==> config.mk <==
export PLATFORM = sky130hd
export DESIGN_NAME = alu_ctrl_stage
export DESIGN_NICKNAME = d
export VERILOG_FILES = /design/src/rtl/alu_ctrl_pkg.sv /design/src/rtl/alu_op_decode.sv /design/src/rtl/alu_ctrl_stage.sv
export SDC_FILE = /design/constraint.sdc
export NUM_CORES = 1
export LEC_CHECK = 0
export CELL_PAD_IN_SITES_DETAIL_PLACEMENT = 1
export CELL_PAD_IN_SITES_GLOBAL_PLACEMENT = 2
export CORE_AREA = 3 3 63 65
export DETAILED_ROUTE_END_ITERATION = 6
export DIE_AREA = 0 0 66 68
export DONT_BUFFER_PORTS = 1
export PLACE_DENSITY_LB_ADDON = 0.12
export SETUP_SLACK_MARGIN = 0.2
export SYNTH_ARGS = -nofsm -noshare
export SYNTH_HDL_FRONTEND = slang
export SYNTH_SLANG_ARGS = --single-unit
==> constraint.sdc <==
create_clock -name clk -period 2.4 [get_ports clk]
set_input_delay 0.48 -clock clk [delete_from_list [all_inputs] [get_ports clk]]
set_output_delay 0.48 -clock clk [all_outputs]
set_load 0.02 [all_outputs]
==> src/rtl/alu_ctrl_pkg.sv <==
// Shared types and encodings for the ID/EX ALU control stage.
// Holds the ALU operation codes, major opcodes and funct7 patterns.
package alu_ctrl_pkg;

   typedef enum logic [3:0] {
      AluAnd  = 4'b0000,
      AluOr   = 4'b0001,
      AluAdd  = 4'b0010,
      AluJalr = 4'b0011,
      AluSlt  = 4'b0100,
      AluXor  = 4'b0101,
      AluSub  = 4'b0110,
      AluBeq  = 4'b1000,
      AluBne  = 4'b1001,
      AluBlt  = 4'b1010,
      AluBge  = 4'b1011,
      AluSll  = 4'b1101,
      AluSrl  = 4'b1110,
      AluSra  = 4'b1111
   } alu_op_e;

   localparam logic [6:0] OP_RTYPE  = 7'b0110011;
   localparam logic [6:0] OP_IALU   = 7'b0010011;
   localparam logic [6:0] OP_LOAD   = 7'b0000011;
   localparam logic [6:0] OP_STORE  = 7'b0100011;
   localparam logic [6:0] OP_BRANCH = 7'b1100011;
   localparam logic [6:0] OP_JALR   = 7'b1100111;
   localparam logic [6:0] OP_JAL    = 7'b1101111;
   localparam logic [6:0] OP_LUI    = 7'b0110111;

   localparam logic [6:0] F7_BASE = 7'b0000000;
   localparam logic [6:0] F7_ALT  = 7'b0100000;

endpackage

==> src/rtl/alu_op_decode.sv <==
// Combinational decode of opcode/funct3/funct7 into ALU op, operand-B select
// and an illegal-instruction flag.
module alu_op_decode
   import alu_ctrl_pkg::*;
(
   input  logic [6:0] opcode_i,
   input  logic [2:0] funct3_i,
   input  logic [6:0] funct7_i,
   output alu_op_e    op_o,
   output logic       alusrc_o,
   output logic       illegal_o
);

   logic f7_base;
   logic f7_alt;

   assign f7_base = (funct7_i == F7_BASE);
   assign f7_alt  = (funct7_i == F7_ALT);

   always_comb begin
      op_o      = AluAnd;
      alusrc_o  = 1'b0;
      illegal_o = 1'b0;
      unique case (opcode_i)
         OP_RTYPE, OP_IALU: begin
            alusrc_o = (opcode_i == OP_IALU);
            unique case (funct3_i)
               3'b000: begin
                  // Immediate form has no SUB; funct7 is part of the immediate.
                  if (opcode_i == OP_IALU || f7_base) op_o = AluAdd;
                  else if (f7_alt)                     op_o = AluSub;
                  else                                 illegal_o = 1'b1;
               end
               3'b001: begin
                  if (f7_base) op_o = AluSll;
                  else         illegal_o = 1'b1;
               end
               3'b010: begin
                  if (opcode_i == OP_IALU || f7_base) op_o = AluSlt;
                  else                                 illegal_o = 1'b1;
               end
               3'b100: begin
                  if (opcode_i == OP_IALU || f7_base) op_o = AluXor;
                  else                                 illegal_o = 1'b1;
               end
               3'b101: begin
                  if (f7_base)     op_o = AluSrl;
                  else if (f7_alt) op_o = AluSra;
                  else             illegal_o = 1'b1;
               end
               3'b110: begin
                  if (opcode_i == OP_IALU || f7_base) op_o = AluOr;
                  else                                 illegal_o = 1'b1;
               end
               3'b111: begin
                  if (opcode_i == OP_IALU || f7_base) op_o = AluAnd;
                  else                                 illegal_o = 1'b1;
               end
               default: illegal_o = 1'b1;
            endcase
         end
         OP_LOAD, OP_STORE, OP_JAL, OP_LUI: begin
            op_o     = AluAdd;
            alusrc_o = 1'b1;
         end
         OP_BRANCH: begin
            unique case (funct3_i)
               3'b000:  op_o = AluBeq;
               3'b001:  op_o = AluBne;
               3'b100:  op_o = AluBlt;
               3'b101:  op_o = AluBge;
               default: illegal_o = 1'b1;
            endcase
         end
         OP_JALR: begin
            if (funct3_i == 3'b000) begin
               op_o     = AluJalr;
               alusrc_o = 1'b1;
            end else begin
               illegal_o = 1'b1;
            end
         end
         default: illegal_o = 1'b1;
      endcase
      if (illegal_o) begin
         op_o     = AluAnd;
         alusrc_o = 1'b0;
      end
   end

endmodule

==> src/rtl/alu_ctrl_stage.sv <==
// ID/EX boundary register for ALU control with reset > flush > stall > capture
// priority and a saturating count of captured illegal instructions.
module alu_ctrl_stage
   import alu_ctrl_pkg::*;
#(
   parameter int unsigned OPCODE_LENGTH = 4,
   parameter int unsigned CNT_WIDTH     = 8
) (
   input  logic                     clk,
   input  logic                     reset,
   input  logic                     valid_i,
   input  logic [6:0]               opcode_i,
   input  logic [2:0]               funct3_i,
   input  logic [6:0]               funct7_i,
   input  logic                     stall_i,
   input  logic                     flush_i,
   output logic [OPCODE_LENGTH-1:0] Operation,
   output logic                     ALUSrc_o,
   output logic                     valid_o,
   output logic                     illegal_o,
   output logic [CNT_WIDTH-1:0]     illegal_cnt_o
);

   alu_op_e dec_op;
   logic    dec_alusrc;
   logic    dec_illegal;

   alu_op_decode u_decode (
      .opcode_i  (opcode_i),
      .funct3_i  (funct3_i),
      .funct7_i  (funct7_i),
      .op_o      (dec_op),
      .alusrc_o  (dec_alusrc),
      .illegal_o (dec_illegal)
   );

   logic [OPCODE_LENGTH-1:0] op_q, op_d;
   logic                     alusrc_q, alusrc_d;
   logic                     valid_q, valid_d;
   logic                     illegal_q, illegal_d;
   logic [CNT_WIDTH-1:0]     cnt_q, cnt_d;

   always_comb begin
      op_d      = op_q;
      alusrc_d  = alusrc_q;
      valid_d   = valid_q;
      illegal_d = illegal_q;
      cnt_d     = cnt_q;
      if (flush_i) begin
         op_d      = '0;
         alusrc_d  = 1'b0;
         valid_d   = 1'b0;
         illegal_d = 1'b0;
      end else if (!stall_i) begin
         valid_d = valid_i;
         if (valid_i) begin
            op_d      = OPCODE_LENGTH'(dec_op);
            alusrc_d  = dec_alusrc;
            illegal_d = dec_illegal;
            if (dec_illegal && cnt_q != '1) cnt_d = cnt_q + CNT_WIDTH'(1);
         end else begin
            op_d      = '0;
            alusrc_d  = 1'b0;
            illegal_d = 1'b0;
         end
      end
   end

   always_ff @(posedge clk) begin
      if (reset) begin
         op_q      <= '0;
         alusrc_q  <= 1'b0;
         valid_q   <= 1'b0;
         illegal_q <= 1'b0;
         cnt_q     <= '0;
      end else begin
         op_q      <= op_d;
         alusrc_q  <= alusrc_d;
         valid_q   <= valid_d;
         illegal_q <= illegal_d;
         cnt_q     <= cnt_d;
      end
   end

   assign Operation     = op_q;
   assign ALUSrc_o      = alusrc_q;
   assign valid_o       = valid_q;
   assign illegal_o     = illegal_q;
   assign illegal_cnt_o = cnt_q;

endmodule

; ---- Word level (Yosys, flattened, before mapping)
; Cells that the tools add are included.
[word_totals]
out_inout_bits = 15
input_bits = 22
wordCells = 62
reg_bits = 15
[classes]
eq_ne = 16
n_bitwise = 2
reduce_logical = 10
addsub = 1
muxes = 28
[op_table]
columns = operator, count
row1 = $pmux 4 s4, 2
row2 = $eq 7x6->1 const B, 4
row3 = $mux 4, 6
row4 = $pmux 4 s6, 1
row5 = $eq 7x7->1 const B, 3
row6 = $eq 3x3->1 const B, 4
row7 = $mux 1, 12
row8 = $reduce_or 4->1, 3
row9 = $mux 3, 3
row10 = $add 8x1->8 const B, 1
row11 = $ne 8x8->1 const B, 1
row12 = $pmux 1 s4, 2
row13 = $eq 7x2->1 const B, 1
row14 = $eq 7x5->1 const B, 1
row15 = $logic_not 7->1, 1
row16 = $reduce_and 4->1, 1
row17 = $reduce_or 2->1, 2
row18 = $eq 3x1->1 const B, 1
row19 = $eq 3x2->1 const B, 1
row20 = $logic_not 3->1, 1
row21 = $pmux 1 s3, 1
row22 = $mux 2, 1
row23 = $not 1->1, 2
row24 = $logic_and 1x1->1, 1
row25 = $logic_or 1x1->1, 1

; ---- Longest topological paths before layout
[depth]
ltp_word = 7
mapped_depth = 8
depth_no_buf = 6

; ---- Modules after synthesis
; From an unflattened synthesis, not the netlist that was laid out.
[unflattened]
hier_cells = 138
hier_area_um2 = 1131.1
[by_module_without_submodules]
columns = module, instances, seq_area_each_um2, cells_each, area_each_um2
row1 = alu_ctrl_stage, 1, 300.3, 70, 661.9
row2 = alu_op_decode, 1, 0.0, 68, 469.2

; ---- Least setup slack after synthesis
; OpenSTA, ideal clock, no wires.
[synth_path]
kind = input to register
startpoint = input port funct7_i[1]
endpoint = register cnt_q[4], in the netlist illegal_cnt_o[4]
required_ps = 2277
setup_ps = 123
arrival_ps = 2052
path_slack_ps = 225
n_path_buf = 0
path_stages = 6
path_cell_list = or4_4 -> nor4_4 -> a2111oi_4 -> nor3_4 -> nor4b_2 -> mux2_1
[synth_between]
elab_chain_cells = 7
word_cells_on_any_way = 12
classes_between = 1 x eq/ne / 7 x mux / 4 x reduce/logical
[synth_lines]
columns = item, line_no
row1 = "start, declared", alu_ctrl_stage.sv:14  ; input logic [6:0] funct7_i,
row2 = $eq 7x6->1 or $logic_not 7->1 (tied branches), "alu_op_decode.sv:18, alu_op_decode.sv:17"
row3 = $mux 1 or $logic_or 1x1->1 (tied branches), n/a
row4 = "$mux 1, on equally long branches", n/a
row5 = $pmux 1 s4 (*), alu_op_decode.sv:27  ; unique case (funct3_i)
row6 = $pmux 1 s4 (*), alu_op_decode.sv:24  ; unique case (opcode_i)
row7 = $logic_and 1x1->1 (*), alu_ctrl_stage.sv:60  ; if (dec_illegal && cnt_q != '1) cnt_d = cnt_q + CNT_WIDTH'(1);
row8 = $reduce_and 4->1 (no source line) (*), n/a
row9 = "end signal, assigned", alu_ctrl_stage.sv:81  ; cnt_q <= cnt_d;
row10 = "end, declared", alu_ctrl_stage.sv:41  ; logic [CNT_WIDTH-1:0] cnt_q, cnt_d;
; Every way passes the cells marked *; elsewhere a longest branch is shown, timed or not.
; A chain may end at the register's enable or synchronous reset.

; ---- Worst setup path after layout
[layout_path]
startpoint = register cnt_q[1], in the netlist illegal_cnt_o[1]
endpoint = register cnt_q[7], in the netlist illegal_cnt_o[7]
[layout_between]
elab_chain_cells = 3
word_cells_on_any_way = 4
classes_between = 1 x add/sub / 1 x eq/ne / 2 x reduce/logical
[layout_lines]
columns = item
row1 = "parallel branches: the longest is 3 deep, another holds $add 8x1->8"
; Several ways; the timed one is not identified.

==> flow_metrics.py <==
metrics = {
    "outcome": {
        "outcome": "finished clean",
    },
    "sta": {
        "hold_viol_final": 0,
        "drv_slew": 0,
        "holdWs_ns": 0.247,
        "final.setup.tns_ns": 0,
        "tightest_slew_ns": 0.414,
        "fmax_mhz": 498,
        "rsz0062_at_grt": "false",
        "period_share_pct": 83.7,
        "max_slew_margin_pct": 72.2,
        "setup_viol": 0,
        "period_needed_ns": 2.01,
        "fin_worst_skew_ns": 0.00284,
    },
    "yosys": {
        "yosysUniqueCellTypes": 60,
        "synth.net_count": 164,
        "syn_avg_cell_area_sq_um": 8.53,
        "yosysSeqAreaShare_pct": 25.0,
        "netlist_instances": 141,
        "synth_area_sq_um": 1200,
        "yosysWarnings": 0,
        "synth_edf_count": 0,
        "synth_top_area_cell": "dfxtp_1",
        "ys_top_cells_by_area": "dfxtp_1, a21oi_1, a2111oi_4, nor2_1, nand2_1",
        "synth_top_area_share_pct": 25.0,
        "synth_flop_cell": "dfxtp_1",
        "synth_seq_cells": 15,
        "async_flop_share_pct": 0,
    },
    "setup_path": {
        "cp-endpoint": "illegal_cnt_o[7]",
        "rr_endpoint": "illegal_cnt_o[7]",
        "cp-startpoint": "illegal_cnt_o[1]",
        "end_kind": "register",
        "criticalPathCategory": "register to register",
        "required_ns": 2.63,
        "r2r_slack_ns": 0.39,
        "cp_max_fo": 9,
        "arrival_ns": 2.24,
        "rr_worst_depth": 6,
        "reg2reg_from": "illegal_cnt_o[1]",
        "critPathLaunchType": "register",
    },
    "die": {
        "num_rows": 21,
        "die_area_sq_um": 4490,
        "ios": 37,
        "die_w_um": 66,
        "initial_utilization_pct": 35.5,
        "die_h_um": 68,
        "core-area_sq_um": 3390,
    },
    "layout": {
        "syn2layout_area_growth_pct": 4.58,
        "mostFrequentLayoutCells": "dfxtp_1, a21oi_1, nor2_1",
        "drive_gt1_share_pct": 15.8,
        "nets": 163,
        "final_core_util_pct": 37.1,
        "diodes": 0,
    },
    "global_route": {
        "grt_max_degree": 16,
        "grtUsageTotal_pct": 16.8,
        "grt_pass1_vias": 1151,
        "grt_overflow": 0,
        "grt_pass1_wl_um": 5820,
        "antenna_found_initial": 0,
    },
    "pwr": {
        "vdd_drop_max_v": 0.000254,
        "power.total_uw": 467,
        "p_per_area_nw_per_um2": 372,
        "leakage_nw": 0.383,
    },
    "clock_network": {
        "cts_tree": "yes",
        "clkTransAtPathRegs_ns": 0.09,
        "clk_latency_ns": 0.29,
        "cts_buffers": 3,
        "post_cts_buffers": 0,
        "cts_resized": 0,
        "cts.sinks": 15,
        "clk_root_buffer_cell": "clkbuf_4",
        "hold_buffers": 0,
        "h-tree-depth": 1,
        "cts_buffer_depth": 2,
    },
    "routing": {
        "route.detailed.drc": 0,
        "dr.pass1.iters": 5,
        "final_antenna_net_count": 0,
        "drtIter0Drc": 39,
        "via_count": 1124,
        "wirelength_um": 3420,
        "viasPerCell": 6.08,
        "routedWlPerCell_um": 18.5,
    },
    "run": {
        "drv_cap": 0,
    },
    "placed_design": {
        "portBuffers": 0,
        "place_hpwl_um": 2610,
        "gp_congestion": 0.739,
    },
    "hold_path": {
        "min_path_type": "input pin to register",
    },
}
## synth_stat cells (all sizes together) (2+ instances only)
cell type	number
a2111oi	2
clkbuf	3
nor2b	2
mux2i	2
o21ai	5
or4	4
nor4	3
a21oi	15
inv	4
o41ai	2
and3b	2
a211oi	4
o22ai	2
nor2	12
nand2	9
buf	5
nand2b	5
or3	3
nand3	5
dfxtp	15
o211ai	2
o31ai	3
or2	2
nor3	6
a21o	2
## stage by stage
stage	cell area [sq um]	instances	setup WS, ns
floorplan	1200	141	0.225
global placement	1230	181	0.127
detailed placement	1230	181	0.0893
CTS	1260	185	0.384
global route	1260	185	0.304
finish	1260	185	0.391
## metal layers
layer  global-route usage, %  up-vias  routed length (um)
met5                       0        -                   0
met4                    4.57        0                  35
met3                    5.75        4                 304
met2                    24.7       28                1510
met1                    23.2      557                1570
li1                        -      535                   -
## final cells by class
cell class / instances / area [sq um]
clock buffer: 4 / 26.3
fill: 417 / 2130
inverter: 4 / 17.5
multi-input combinational: 112 / 813
sequential: 15 / 300
tap: 46 / 57.6
timing repair buffer: 4 / 42.5
## sequential cells by signal, indices dropped and copies added (netlist names)
| name | flops |
|---|---|
| ALUSrc_o | 1 |
| Operation | 4 |
| illegal_cnt_o | 8 |
| illegal_o | 1 |
| valid_o | 1 |
## power by group
| part | switching (mW) | internal [mW] | leakage, nW |
|---|---|---|---|
| Combinational | 0.0342 | 0.0294 | 0.247 |
| Clock | 0.0853 | 0.0646 | 0.0150 |
| Sequential | 0.00310 | 0.251 | 0.121 |
| Total | 0.123 | 0.345 | 0.383 |
## how the worst min path moves through the flow
stage,end,cells after the start,start
after global placement,illegal_cnt_o[3],1,reset
after floorplan,valid_o,2,valid_o
after global routing,illegal_cnt_o[5],1,reset
final,illegal_cnt_o[3],1,reset
after CTS,illegal_cnt_o[3],1,reset
after detailed placement,illegal_cnt_o[3],1,reset
## cell families (layout without fill, tap and decap cells)
group,count (synthesis),count (layout),synth area share [%]
AOI/OAI and AO/OA,49,49,31.8
xor gates and xnor gates,1,1,0.729
adders and majority gates,1,1,1.04
buffers and inverters,14,12,7.39
DFF,15,15,25.0
muxes,3,3,2.60
and+or+nand+nor,58,58,31.4
## worst max-delay path, stage by stage, from the launching register on
cell and delay, ns:
dfxtp_1 0.41, ha_1 0.26, nand3_1 0.13, o21bai_4 0.12, or3_1 0.46, or4_1 0.43, a21oi_1 0.14
Note: power is estimated with default switching activity, not from simulation.
